<file path="src/rtl/aes_inv_mix_columns_iter.sv">
// Iterative AES InvMixColumns engine: transforms ColsPerCycle columns of a 128-bit state per clock.
// Optional forward-MixColumns self-check when AES_INVMIX_SELFCHECK_EN is defined.
module aes_inv_mix_columns_iter #(
    parameter int ColsPerCycle = 1
) (
    input  logic                 clk_i,
    input  logic                 rst_ni,
    input  logic                 clear_i,
    input  logic                 in_valid_i,
    output logic                 in_ready_o,
    input  logic [3:0][3:0][7:0] state_i,
    output logic                 out_valid_o,
    input  logic                 out_ready_i,
    output logic [3:0][3:0][7:0] state_o,
    output logic                 err_o
);
    localparam int NumCycles = 4 / ColsPerCycle;

    if (ColsPerCycle != 1 && ColsPerCycle != 2 && ColsPerCycle != 4) begin : g_bad_cfg
        $error("aes_inv_mix_columns_iter: ColsPerCycle must be 1, 2 or 4");
    end

    function automatic logic [7:0] aes_mul2(input logic [7:0] b);
        return {b[6:0], 1'b0} ^ (b[7] ? 8'h1b : 8'h00);
    endfunction

    function automatic logic [7:0] aes_mul4(input logic [7:0] b);
        return aes_mul2(aes_mul2(b));
    endfunction

    // Forward MixColumns on one column, index = row.
    function automatic logic [3:0][7:0] mix_col(input logic [3:0][7:0] a);
        logic [3:0][7:0] o;
        o[0] = aes_mul2(a[0]) ^ aes_mul2(a[1]) ^ a[1] ^ a[2] ^ a[3];
        o[1] = aes_mul2(a[1]) ^ aes_mul2(a[2]) ^ a[2] ^ a[3] ^ a[0];
        o[2] = aes_mul2(a[2]) ^ aes_mul2(a[3]) ^ a[3] ^ a[0] ^ a[1];
        o[3] = aes_mul2(a[3]) ^ aes_mul2(a[0]) ^ a[0] ^ a[1] ^ a[2];
        return o;
    endfunction

    // Inverse MixColumns via Satoh: fold the 04 terms in, then reuse forward MixColumns.
    function automatic logic [3:0][7:0] inv_mix_col(input logic [3:0][7:0] a);
        logic [7:0]      u;
        logic [7:0]      v;
        logic [3:0][7:0] p;
        u    = aes_mul4(a[0] ^ a[2]);
        v    = aes_mul4(a[1] ^ a[3]);
        p[0] = a[0] ^ u;
        p[1] = a[1] ^ v;
        p[2] = a[2] ^ u;
        p[3] = a[3] ^ v;
        return mix_col(p);
    endfunction

    typedef enum logic [1:0] {
        IDLE = 2'd0,
        BUSY = 2'd1,
        DONE = 2'd2
    } fsm_e;

    fsm_e                 fsm_reg, fsm_next;
    logic [1:0]           cnt_reg, cnt_next;
    logic [3:0][3:0][7:0] buf_reg, buf_next;
    logic                 valid_reg, valid_next;

    logic [ColsPerCycle-1:0][1:0]      lane_col;
    logic [ColsPerCycle-1:0][3:0][7:0] lane_in;
    logic [ColsPerCycle-1:0][3:0][7:0] lane_out;

    for (genvar gi = 0; gi < ColsPerCycle; gi++) begin : g_lane
        assign lane_col[gi] = 2'((int'(cnt_reg) * ColsPerCycle + gi) % 4);
        for (genvar gr = 0; gr < 4; gr++) begin : g_row
            assign lane_in[gi][gr] = buf_reg[gr][lane_col[gi]];
        end
        assign lane_out[gi] = inv_mix_col(lane_in[gi]);
    end

    always_comb begin
        fsm_next   = fsm_reg;
        cnt_next   = cnt_reg;
        buf_next   = buf_reg;
        valid_next = valid_reg;
        if (clear_i) begin
            fsm_next   = IDLE;
            cnt_next   = '0;
            buf_next   = '0;
            valid_next = 1'b0;
        end else begin
            case (fsm_reg)
                IDLE: begin
                    if (in_valid_i) begin
                        buf_next = state_i;
                        cnt_next = '0;
                        fsm_next = BUSY;
                    end
                end
                BUSY: begin
                    for (int l = 0; l < ColsPerCycle; l++) begin
                        for (int r = 0; r < 4; r++) begin
                            buf_next[r][lane_col[l]] = lane_out[l][r];
                        end
                    end
                    cnt_next = cnt_reg + 2'd1;
                    if (cnt_reg == 2'(NumCycles - 1)) begin
                        fsm_next = DONE;
                    end
                end
                DONE: begin
                    // First DONE cycle registers the valid flag; the result is presented from the next one.
                    if (!valid_reg) begin
                        valid_next = 1'b1;
                    end else if (out_ready_i) begin
                        valid_next = 1'b0;
                        cnt_next   = '0;
                        fsm_next   = IDLE;
                    end
                end
                default: begin
                    fsm_next   = IDLE;
                    cnt_next   = '0;
                    valid_next = 1'b0;
                end
            endcase
        end
    end

    always_ff @(posedge clk_i or negedge rst_ni) begin
        if (!rst_ni) begin
            fsm_reg   <= IDLE;
            cnt_reg   <= '0;
            buf_reg   <= '0;
            valid_reg <= 1'b0;
        end else begin
            fsm_reg   <= fsm_next;
            cnt_reg   <= cnt_next;
            buf_reg   <= buf_next;
            valid_reg <= valid_next;
        end
    end

    assign in_ready_o  = (fsm_reg == IDLE);
    assign out_valid_o = valid_reg;
    assign state_o     = valid_reg ? buf_reg : '0;

`ifdef AES_INVMIX_SELFCHECK_EN
    logic [3:0][3:0][7:0] shadow_reg;
    logic [3:0][3:0][7:0] fwd;
    logic [3:0][3:0][7:0] col_o;
    logic [3:0][3:0][7:0] fwd_col;
    logic                 err_reg;
    logic                 mismatch;

    for (genvar gi = 0; gi < 4; gi++) begin : g_chk
        for (genvar gr = 0; gr < 4; gr++) begin : g_row
            assign col_o[gi][gr] = state_o[gr][gi];
            assign fwd[gr][gi]   = fwd_col[gi][gr];
        end
        assign fwd_col[gi] = mix_col(col_o[gi]);
    end

    assign mismatch = valid_reg && (fwd != shadow_reg);

    always_ff @(posedge clk_i or negedge rst_ni) begin
        if (!rst_ni) begin
            shadow_reg <= '0;
            err_reg    <= 1'b0;
        end else begin
            if (!clear_i && fsm_reg == IDLE && in_valid_i) begin
                shadow_reg <= state_i;
            end
            // Sticky: only rst_ni clears it, clear_i deliberately does not.
            err_reg <= err_reg | mismatch;
        end
    end

    assign err_o = err_reg;
`else
    assign err_o = 1'b0;
`endif

endmodule

</file>
<file path="config.mk">
export PLATFORM = sky130hd
export DESIGN_NAME = aes_inv_mix_columns_iter
export DESIGN_NICKNAME = d
export VERILOG_FILES = /design/src/rtl/aes_inv_mix_columns_iter.sv
export SDC_FILE = /design/constraint.sdc
export NUM_CORES = 1
export LEC_CHECK = 0
export ABC_AREA = 1
export CAP_MARGIN = 10
export CORE_MARGIN = 3
export CORE_UTILIZATION = 50
export DETAILED_ROUTE_END_ITERATION = 10
export GPL_ROUTABILITY_DRIVEN = 0
export PLACE_DENSITY = 0.9
export SKIP_CTS_REPAIR_TIMING = 1
export SYNTH_ARGS = -nofsm -noshare
export SYNTH_HDL_FRONTEND = slang
export SYNTH_SLANG_ARGS = --single-unit
</file>
<file path="constraint.sdc">
create_clock -name clk_i -period 3.9 [get_ports clk_i]
set_clock_uncertainty 0.15 [all_clocks]
set_input_delay 0.585 -clock clk_i [delete_from_list [all_inputs] [get_ports clk_i]]
set_output_delay 0.585 -clock clk_i [all_outputs]
set_load 0.02 [all_outputs]
</file>
==> impl_metrics.toml <==
[hold_path]
holdCritPathClass = "input pin to asynchronous set/reset pin"

[yosys]
synth_most_common_cell = "nand2_1"
yosys.area.top_type = "nand2_1"
netlist_top_cells_count = "1366 x nand2_1, 195 x nand3_1, 188 x inv_1"
synth_area_mm2 = 0.0120
yosys_warnings = 0
avgSynthCellArea_um2 = 5.60
synth_cells = 2139
synth_compound_area_share_pct = 0.950
ys_seq_elements = 133
synthAdderAreaFrac_pct = 0.417
synth_nets = 2276
netlist_top_cells_area = "nand2_1 43%, dfrtp_1 28%, nand3_1 8.1%, inv_1 5.9%, xor2_2 2.4%"
synth_top_area_share_pct = 42.8
synthDistinctLibCells = 35
synthMuxAreaShare_pct = 0
synth-simple-area-share_pct = 54.3
ys_seq_area_share_pct = 27.8
synth_edf_count = 0
async_reset_ff_share_pct = 100
synth_xor_area_share_pct = 6.81
synth_ff_type = "dfrtp_1"
synth_top_family_by_area = "simple AND/OR/NAND/NOR gates"

[clock_tree]
clock_path_buffers = 2
clk_latency_ns = 0.44
cts_buffers = 17
cts.htree.levels = 4
cts.sinks = 133
cts_tree = "done"
cts.clk_slew.worst_paths_ns = 0.06
root_buffer = "clkbuf_16"

[setup_path]
path_class = "flip-flop to flip-flop"
arrival_ns = 3.66
startpoint_type = "flip-flop"
worstPathRequired_ns = 4.12
cp-end-kind = "flip-flop"
critical_path.max_fanout = 48

[cells_and_area]
fin_area_mm2 = 0.0155
area_delta_synth_final_pct = 29.3
layout.nets = 2498
regArea_mm2 = 0.00333
nFillCells = 1956
largest_register_ffs = 128
n_antenna_cell = 0
multi_input_area_mm2 = 0.00751
final_layout_size_suffix_gt1_share_pct = 5.98

[placement]
dp_hpwl_um = 33000
io_buffers = 262
place_area_mm2 = 0.0149

[timing]
hold_viol_final = 0
post-route-period-util_pct = 88.2
fmax_mhz = 291
tightest_slew_ns = 0.973
tns_ns = 0
rsz0062_at_grt = "no"
min_period_ns = 3.44
setup_viol = 0
max_slew_margin_pct = 35.1
final_max_slew_viol_count = 0

[route]
dr.pass1.iters = 10
num_vias = 14900
avgViaCountPerCell = 5.52
drt_iter0_drc = 2071
drc = 0
wirelength_um = 45000
antenna_left = 0
wire_per_inst_um = 16.7

[grt]
antenna_found_initial = 0
grt_max_degree = 81
first_global_vias = 14600
grt_pass1_wl_um = 71900
grt_use_total_pct = 34.2
grt_remaining_overflow = 0

[die]
ios = 264
core_region_area_mm2 = 0.0235
die_w_um = 161
die_h_um = 161
die_area_mm2 = 0.0259
rows = 56
initial_core_util_pct = 50.9

[flow_run]
maxCapViolCount = 0

[outcome]
status = "finished, final reports clean"
## metal layers
layer	vias up	track usage (%)	routed length, um
met4	0	19.4	2570
met2	1123	54.9	20400
li1	6855	-	-
met5	-	0	0
met3	244	8.36	5730
met1	6639	42.2	16400
## kinds of logic after synthesis
family,count (synthesis)
buffers and inverters,287
DFF,133
other,1
adders and majority gates,4
xor gates and xnor gates,68
AOI/OAI and AO/OA,20
and+or+nand+nor,1626
## critical path: stages, from the launching register on
cell and delay (ns):
dfrtp_1 0.35, buf_4 0.50, nand2_1 0.14, o21ai_2 0.26, inv_2 0.10, nand2_1 0.09
nand2_2 0.10, xor2_2 0.42, nand2_1 0.16, nand2_2 0.17, xor2_2 0.16, xor2_1 0.40
nand2_1 0.12, nand2_1 0.08, nand2_1 0.07, nand2_1 0.08
## per-stage QoR
stage	setup slack [ns]	utilization (%)	instances	hold slack, ns
floorplan	1.39	-	2139	0.139
global placement	0.759	63.3	2661	0.339
detailed placement	0.622	63.3	2661	0.344
CTS	0.572	65.8	2693	0.0911
global route	0.272	65.8	2693	0.121
finish	0.459	65.8	2693	0.0579
## layout make-up
cell class              instances  share of cell area [%]
well taps                     319                    2.58
clock buffers                  19                    2.92
flip-flops and latches        133                    21.5
clock inverters                13                   0.936
repair buffers                291                    18.8
multi-input cells            1719                    48.4
inverters                     199                    4.83
## placed cells by master, fill, tap and decap left out, types with 3 or more instances in the layout
cell and n:
o21ai_0 6, xnor2_2 4, o21ai_1 5, nand3b_1 4, clkinv_2 3, inv_2 10, nand3_1 195, inv_6 5
nor2_1 9, ha_1 4, inv_1 187, clkdlybuf4s50_1 261, nand2_1 1366, nand3_2 3, xor2_2 18, a21oi_1 4
clkbuf_16 17, nand2_4 4, nand4_1 5, nand2_2 27, buf_12 6, or2_1 5, buf_4 24, dfrtp_1 131
xor2_1 25, xnor2_1 18, nor2_2 7, clkinvlp_4 3
## worst paths after layout
path | end | cells past startpoint | start | slack (ns)
min in group clk_i | buf_reg[57] | 2 | buf_reg[57] | 0.36
min | buf_reg[122] | 1 | rst_ni | 0.06
max reg2reg | buf_reg[16] | 15 | cnt_reg[1] | 0.46
min reg2reg | buf_reg[57] | 2 | buf_reg[57] | 0.36
max | buf_reg[16] | 15 | cnt_reg[1] | 0.46
max in group asynchronous | buf_reg[11] | 2 | rst_ni | 2.62
Power is not shown: default switching activity piles up to over one toggle a cycle in this logic, so the estimate is an artifact.
